File: src/rtl/reset_sequencer_if.sv
// Reset-sequencer bus: per-domain active-low resets, completion flag and the
// optional soft-reset handshake (present only when RESET_SEQ_SOFT_RST_EN is defined).
interface reset_sequencer_if #(
    parameter int STAGES = 3
);
    logic [STAGES-1:0] rst_stage_n;
    logic              done;
`ifdef RESET_SEQ_SOFT_RST_EN
    logic              soft_rst_req;
    logic              soft_rst_ack;

    modport master (
        output rst_stage_n,
        output done,
        output soft_rst_ack,
        input  soft_rst_req
    );

    modport slave (
        input  rst_stage_n,
        input  done,
        input  soft_rst_ack,
        output soft_rst_req
    );
`else
    modport master (
        output rst_stage_n,
        output done
    );

    modport slave (
        input  rst_stage_n,
        input  done
    );
`endif
endinterface

File: src/rtl/reset_sequencer.sv
// Holds all reset domains for HOLD_CYCLES, then releases them one by one every
// STAGE_DELAY cycles. Define RESET_SEQ_SOFT_RST_EN to allow re-running the sequence from DONE.
module reset_sequencer #(
    parameter int STAGES      = 3,
    parameter int HOLD_CYCLES = 16,
    parameter int STAGE_DELAY = 8
) (
    input  logic               clk,
    input  logic               rst,
    reset_sequencer_if.master  bus
);

    localparam int MAX_WAIT = (HOLD_CYCLES > STAGE_DELAY) ? HOLD_CYCLES : STAGE_DELAY;
    localparam int CNT_W    = $clog2(MAX_WAIT) + 1;
    localparam int IDX_W    = $clog2(STAGES) + 1;

    localparam logic [CNT_W-1:0] HOLD_LAST  = CNT_W'(HOLD_CYCLES - 1);
    localparam logic [CNT_W-1:0] DELAY_LAST = CNT_W'(STAGE_DELAY - 1);
    localparam logic [IDX_W-1:0] STAGE_LAST = IDX_W'(STAGES - 1);

    typedef enum logic [1:0] {
        ST_HOLD,
        ST_RELEASE,
        ST_DONE
    } state_t;

    state_t            r_state;
    logic [CNT_W-1:0]  r_cnt;
    logic [IDX_W-1:0]  r_idx;
    logic [STAGES-1:0] r_rst_stage_n;
    logic              r_done;
`ifdef RESET_SEQ_SOFT_RST_EN
    logic              r_soft_rst_ack;
`endif

    // NOTE: every state bit is assigned with <= so all registers update from
    // the same pre-edge values; a blocking = here would chain updates within one edge.
    always_ff @(posedge clk or posedge rst) begin
        if (rst) begin
            r_state       <= ST_HOLD;
            r_cnt         <= '0;
            r_idx         <= '0;
            r_rst_stage_n <= '0;
            r_done        <= 1'b0;
`ifdef RESET_SEQ_SOFT_RST_EN
            r_soft_rst_ack <= 1'b0;
`endif
        end else begin
`ifdef RESET_SEQ_SOFT_RST_EN
            r_soft_rst_ack <= 1'b0;
`endif
            case (r_state)
                ST_HOLD: begin
                    if (r_cnt == HOLD_LAST) begin
                        r_cnt   <= '0;
                        r_idx   <= '0;
                        r_state <= ST_RELEASE;
                    end else begin
                        r_cnt <= r_cnt + 1'b1;
                    end
                end

                ST_RELEASE: begin
                    if (r_cnt == DELAY_LAST) begin
                        r_cnt <= '0;
                        r_idx <= r_idx + 1'b1;
                        // Bits only ever go 0->1 here; reassertion happens solely on reset paths.
                        for (int i = 0; i < STAGES; i++) begin
                            if (r_idx == IDX_W'(i)) begin
                                r_rst_stage_n[i] <= 1'b1;
                            end
                        end
                        if (r_idx == STAGE_LAST) begin
                            r_done  <= 1'b1;
                            r_state <= ST_DONE;
                        end
                    end else begin
                        r_cnt <= r_cnt + 1'b1;
                    end
                end

                ST_DONE: begin
`ifdef RESET_SEQ_SOFT_RST_EN
                    // Requests are only honoured once the sequence has completed.
                    if (bus.soft_rst_req) begin
                        r_rst_stage_n  <= '0;
                        r_done         <= 1'b0;
                        r_cnt          <= '0;
                        r_idx          <= '0;
                        r_soft_rst_ack <= 1'b1;
                        r_state        <= ST_HOLD;
                    end
`else
                    r_state <= ST_DONE;
`endif
                end

                default: begin
                    r_state <= ST_HOLD;
                end
            endcase
        end
    end

    assign bus.rst_stage_n = r_rst_stage_n;
    assign bus.done        = r_done;
`ifdef RESET_SEQ_SOFT_RST_EN
    assign bus.soft_rst_ack = r_soft_rst_ack;
`endif

endmodule

File: src/flat_wrapper.sv
// flat-port wrapper written by rule: the top's interface ports become plain ports
module reset_sequencer_flat 
#(
    parameter int STAGES      = 3,
    parameter int HOLD_CYCLES = 16,
    parameter int STAGE_DELAY = 8
)
  (clk, rst, bus_rst_stage_n, bus_done);
  reset_sequencer_if #(.STAGES(STAGES)) bus_i ();
  input  logic clk;
  input  logic rst;
  output wire logic [$bits(bus_i.rst_stage_n)-1:0] bus_rst_stage_n;
  output wire logic [$bits(bus_i.done)-1:0] bus_done;
  assign bus_rst_stage_n = bus_i.rst_stage_n;
  assign bus_done = bus_i.done;
  reset_sequencer #(.STAGES(STAGES), .HOLD_CYCLES(HOLD_CYCLES), .STAGE_DELAY(STAGE_DELAY)) u_core (.clk(clk), .rst(rst), .bus(bus_i));
endmodule
File: config.mk
export PLATFORM = sky130hd
export DESIGN_NAME = reset_sequencer_flat
export DESIGN_NICKNAME = d
export VERILOG_FILES = /design/src/rtl/reset_sequencer_if.sv /design/src/rtl/reset_sequencer.sv /design/src/flat_wrapper.sv
export SDC_FILE = /design/constraint.sdc
export NUM_CORES = 1
export LEC_CHECK = 0
export CORE_UTILIZATION = 50
export CTS_CLUSTER_SIZE = 12
export DETAILED_ROUTE_END_ITERATION = 10
export PLACE_DENSITY_LB_ADDON = 0.2
export SLEW_MARGIN = 20
export SYNTH_ARGS = -nofsm -noshare
export SYNTH_HDL_FRONTEND = slang
export SYNTH_SLANG_ARGS = --single-unit
File: constraint.sdc
create_clock -name clk -period 2 [get_ports clk]
set_input_delay 0.3 -clock clk [delete_from_list [all_inputs] [get_ports clk]]
set_output_delay 0.3 -clock clk [all_outputs]
set_load 0.03 [all_outputs]
==> flow_metrics.env <==
export IMPL_outcome="finished, final reports clean"
export IMPL_syn_avg_cell_area_um2=9.95
export IMPL_ctsResizeCount=0
export IMPL_place_ws_ps=212
export IMPL_die_x_um=42.4
export IMPL_cts_root_buf="clkbuf_4"
export IMPL_via_per_inst=5.45
export IMPL_min_period_over_period_pct=89.6
export IMPL_hold_viol=0
export IMPL_comb_power_share_pct=1.6
export IMPL_drt_pass1_iter_count=1
export IMPL_timing_hold_ws_ps=334
export IMPL_cts_max_level=1
export IMPL_grtUsageMet1_pct=24.0
export IMPL_ys_seq_area_share_pct=39.9
export IMPL_core_area_um2=1510
export IMPL_routedWlPerCell_um=12.6
export IMPL_final_net_count=101
export IMPL_vdd_drop_max_mv=0.408
export IMPL_busiest_layer="met1"
export IMPL_end_kind="register"
export IMPL_antenna_found_initial=0
export IMPL_grt_util_met3_pct=3.88
export IMPL_gp_congestion=0.715
export IMPL_grt_use_total_pct=16.2
export IMPL_netlist_instances=82
export IMPL_fp_dieH_um=42.4
export IMPL_drt_wl_total_um=1340
export IMPL_worstSetupStartpoint="u_core.r_idx[0]$_DFFE_PP0P_"
export IMPL_io_pins=6
export IMPL_p_leak_nw=0.460
export IMPL_syn_nets=92
export IMPL_drc=0
export IMPL_finalMaxSlewViolations=0
export IMPL_grt_pass1_wl_um=2170
export IMPL_clkSinkCount=13
export IMPL_intPower_w=0.000342
export IMPL_worst_slack_ps=207
export IMPL_cts_buffers=3
export IMPL_dp_cells=102
export IMPL_pwr_share_seq_pct=60.6
export IMPL_grt_max_degree=14
export IMPL_die_area_um2=1800
export IMPL_synth_edf_count=0
export IMPL_max_slew_margin_pct=66.4
export IMPL_cts_path_max_buffers=2
export IMPL_synth_async_reset_ratio_pct=100
export IMPL_hold_buffers=0
export IMPL_synthFlopType="dfrtp_1"
export IMPL_setup_tns_ps=0
export IMPL_yosys_warnings=0
export IMPL_drtAntennaViolNets=0
export IMPL_detailed_place_hpwl_um=991
export IMPL_crit_type="reg -> reg"
export IMPL_vias=578
export IMPL_reg2reg_depth=6
export IMPL_cp_data_required_time_ps=2170
export IMPL_grt_pass1_vias=497
export IMPL_final_cells=106
export IMPL_ys_seq_elements=13
export IMPL_drtIter0Drc=0
export IMPL_p_clk_share_pct=37.8
export IMPL_layout_common_cells="dfrtp_1 (13), o21ai_0 (12), ha_1 (8)"
export IMPL_min_period_ps=1790
export IMPL_n_fill_cell=129
export IMPL_drv_cap=0
export IMPL_portBuffers=5
export IMPL_area_delta_synth_final_pct=12.3
export IMPL_setup_viol=0
export IMPL_diodes=0
export IMPL_drive_gt1_share_pct=14.4
export IMPL_rsz0062_at_grt="no"
export IMPL_grt_overflow_total=0
export IMPL_regToRegStartpoint="u_core.r_idx[0]$_DFFE_PP0P_"
export IMPL_crit_path_max_fanout=4
export IMPL_layout_commonest_cell="dfrtp_1"
export IMPL_startpoint_type="register"
export IMPL_clk_latency_ps=280
export IMPL_timing_fmax_ghz=0.558
export IMPL_skew_ps=0.438
export IMPL_path_clk_slew_ps=80
export IMPL_swShare_pct=21.1
export IMPL_rows=14
export IMPL_final_util_pct=60.8
export IMPL_worstPathArrival_ps=1960
export IMPL_cts_tree="built"
export IMPL_p_sw_w=0.0000914
export IMPL_p_per_area_nw_per_um2=473
export IMPL_start_util_pct=54.2
export IMPL_tightest_slew_ps=497
export IMPL_syn_area_um2=816
export IMPL_yosysUniqueCellTypes=32
export IMPL_hold_class="in -> async"
export IMPL_post_cts_buffers=0
export IMPL_use_met2_pct=21.2
## cell type report
class	count	area, um^2	share of cell area (%)
well taps	16	20.0	2.19
inverters	5	18.8	2.05
repair buffers	9	80.1	8.74
flip-flops and latches	13	325	35.5
multi-input cells	59	445	48.6
clock buffers	4	26.3	2.87
## worst max-delay path, cell delays in order (launching register included)
cell      delay (ps)
dfrtp_1          410
inv_1            100
ha_1             160
or2b_2           310
o31a_1           250
nand2b_1         160
mux2_4           290
## Yosys cell counts, types with 2 or more instances
cell | n | area share [%]
a221oi_1 | 2 | 2.1
dfrtp_1 | 13 | 40
inv_1 | 5 | 2.3
buf_2 | 3 | 1.8
nor2_1 | 3 | 1.4
mux2i_1 | 2 | 2.5
nand2b_1 | 3 | 2.3
nand3_1 | 2 | 1.2
ha_1 | 8 | 12
a21o_1 | 3 | 2.8
nand2_1 | 5 | 2.3
o21ai_0 | 12 | 7.4
nor3_1 | 2 | 1.2
## state kept, by name, summed over array words and instances (netlist names)
name,count
u_core.r_cnt,5
u_core.bus.rst_stage_n,3
u_core.r_idx,3
u_core.r_state,2
## final timing paths
kind	end	slack, ps
max	u_core.r_state[1]$_DFFE_PP0P_	210
min	u_core.r_state[0]$_DFFE_PP0P_	330
max reg2reg	u_core.r_state[1]$_DFFE_PP0P_	210
min reg2reg	u_core.bus.rst_stage_n[1]$_DFFE_PP0P_	460
max in group asynchronous	u_core.r_idx[1]$_DFFE_PP0P_	1340
min in group clk	u_core.bus.rst_stage_n[1]$_DFFE_PP0P_	460
## logic make-up after synthesis
group,after synthesis,synth area share [%]
multiplexers,3,4.29
buffers and inverters,10,5.52
XOR/XNOR,1,1.07
AO/OA/AOI/OAI,22,17.5
AND/OR/NAND/NOR,25,19.5
flip-flops,13,39.9
adder cells (fa/ha/maj),8,12.3
## metal layers
metal | up-vias | part of all wire [%]
li1 | 307 | -
met1 | 266 | 53
met2 | 3 | 43
met3 | 2 | 1.9
met4 | 0 | 1.3
met5 | - | 0
## power by group through the flow
stage               sequential, W  clock (W)  combinational [W]
global placement         0.000268          0         0.00000721
floorplan                0.000268          0         0.00000400
detailed placement       0.000268          0         0.00000736
global route             0.000263   0.000181         0.00000834
finish                   0.000263   0.000164         0.00000679
CTS                      0.000263   0.000172         0.00000732
## metrics by stage
stage	instance area [um^2]	total power [W]
finish	916	0.000433
floorplan	816	0.000272
global route	916	0.000452
detailed placement	890	0.000275
CTS	916	0.000442
global placement	890	0.000275
Power figures use the tool's default switching activity.
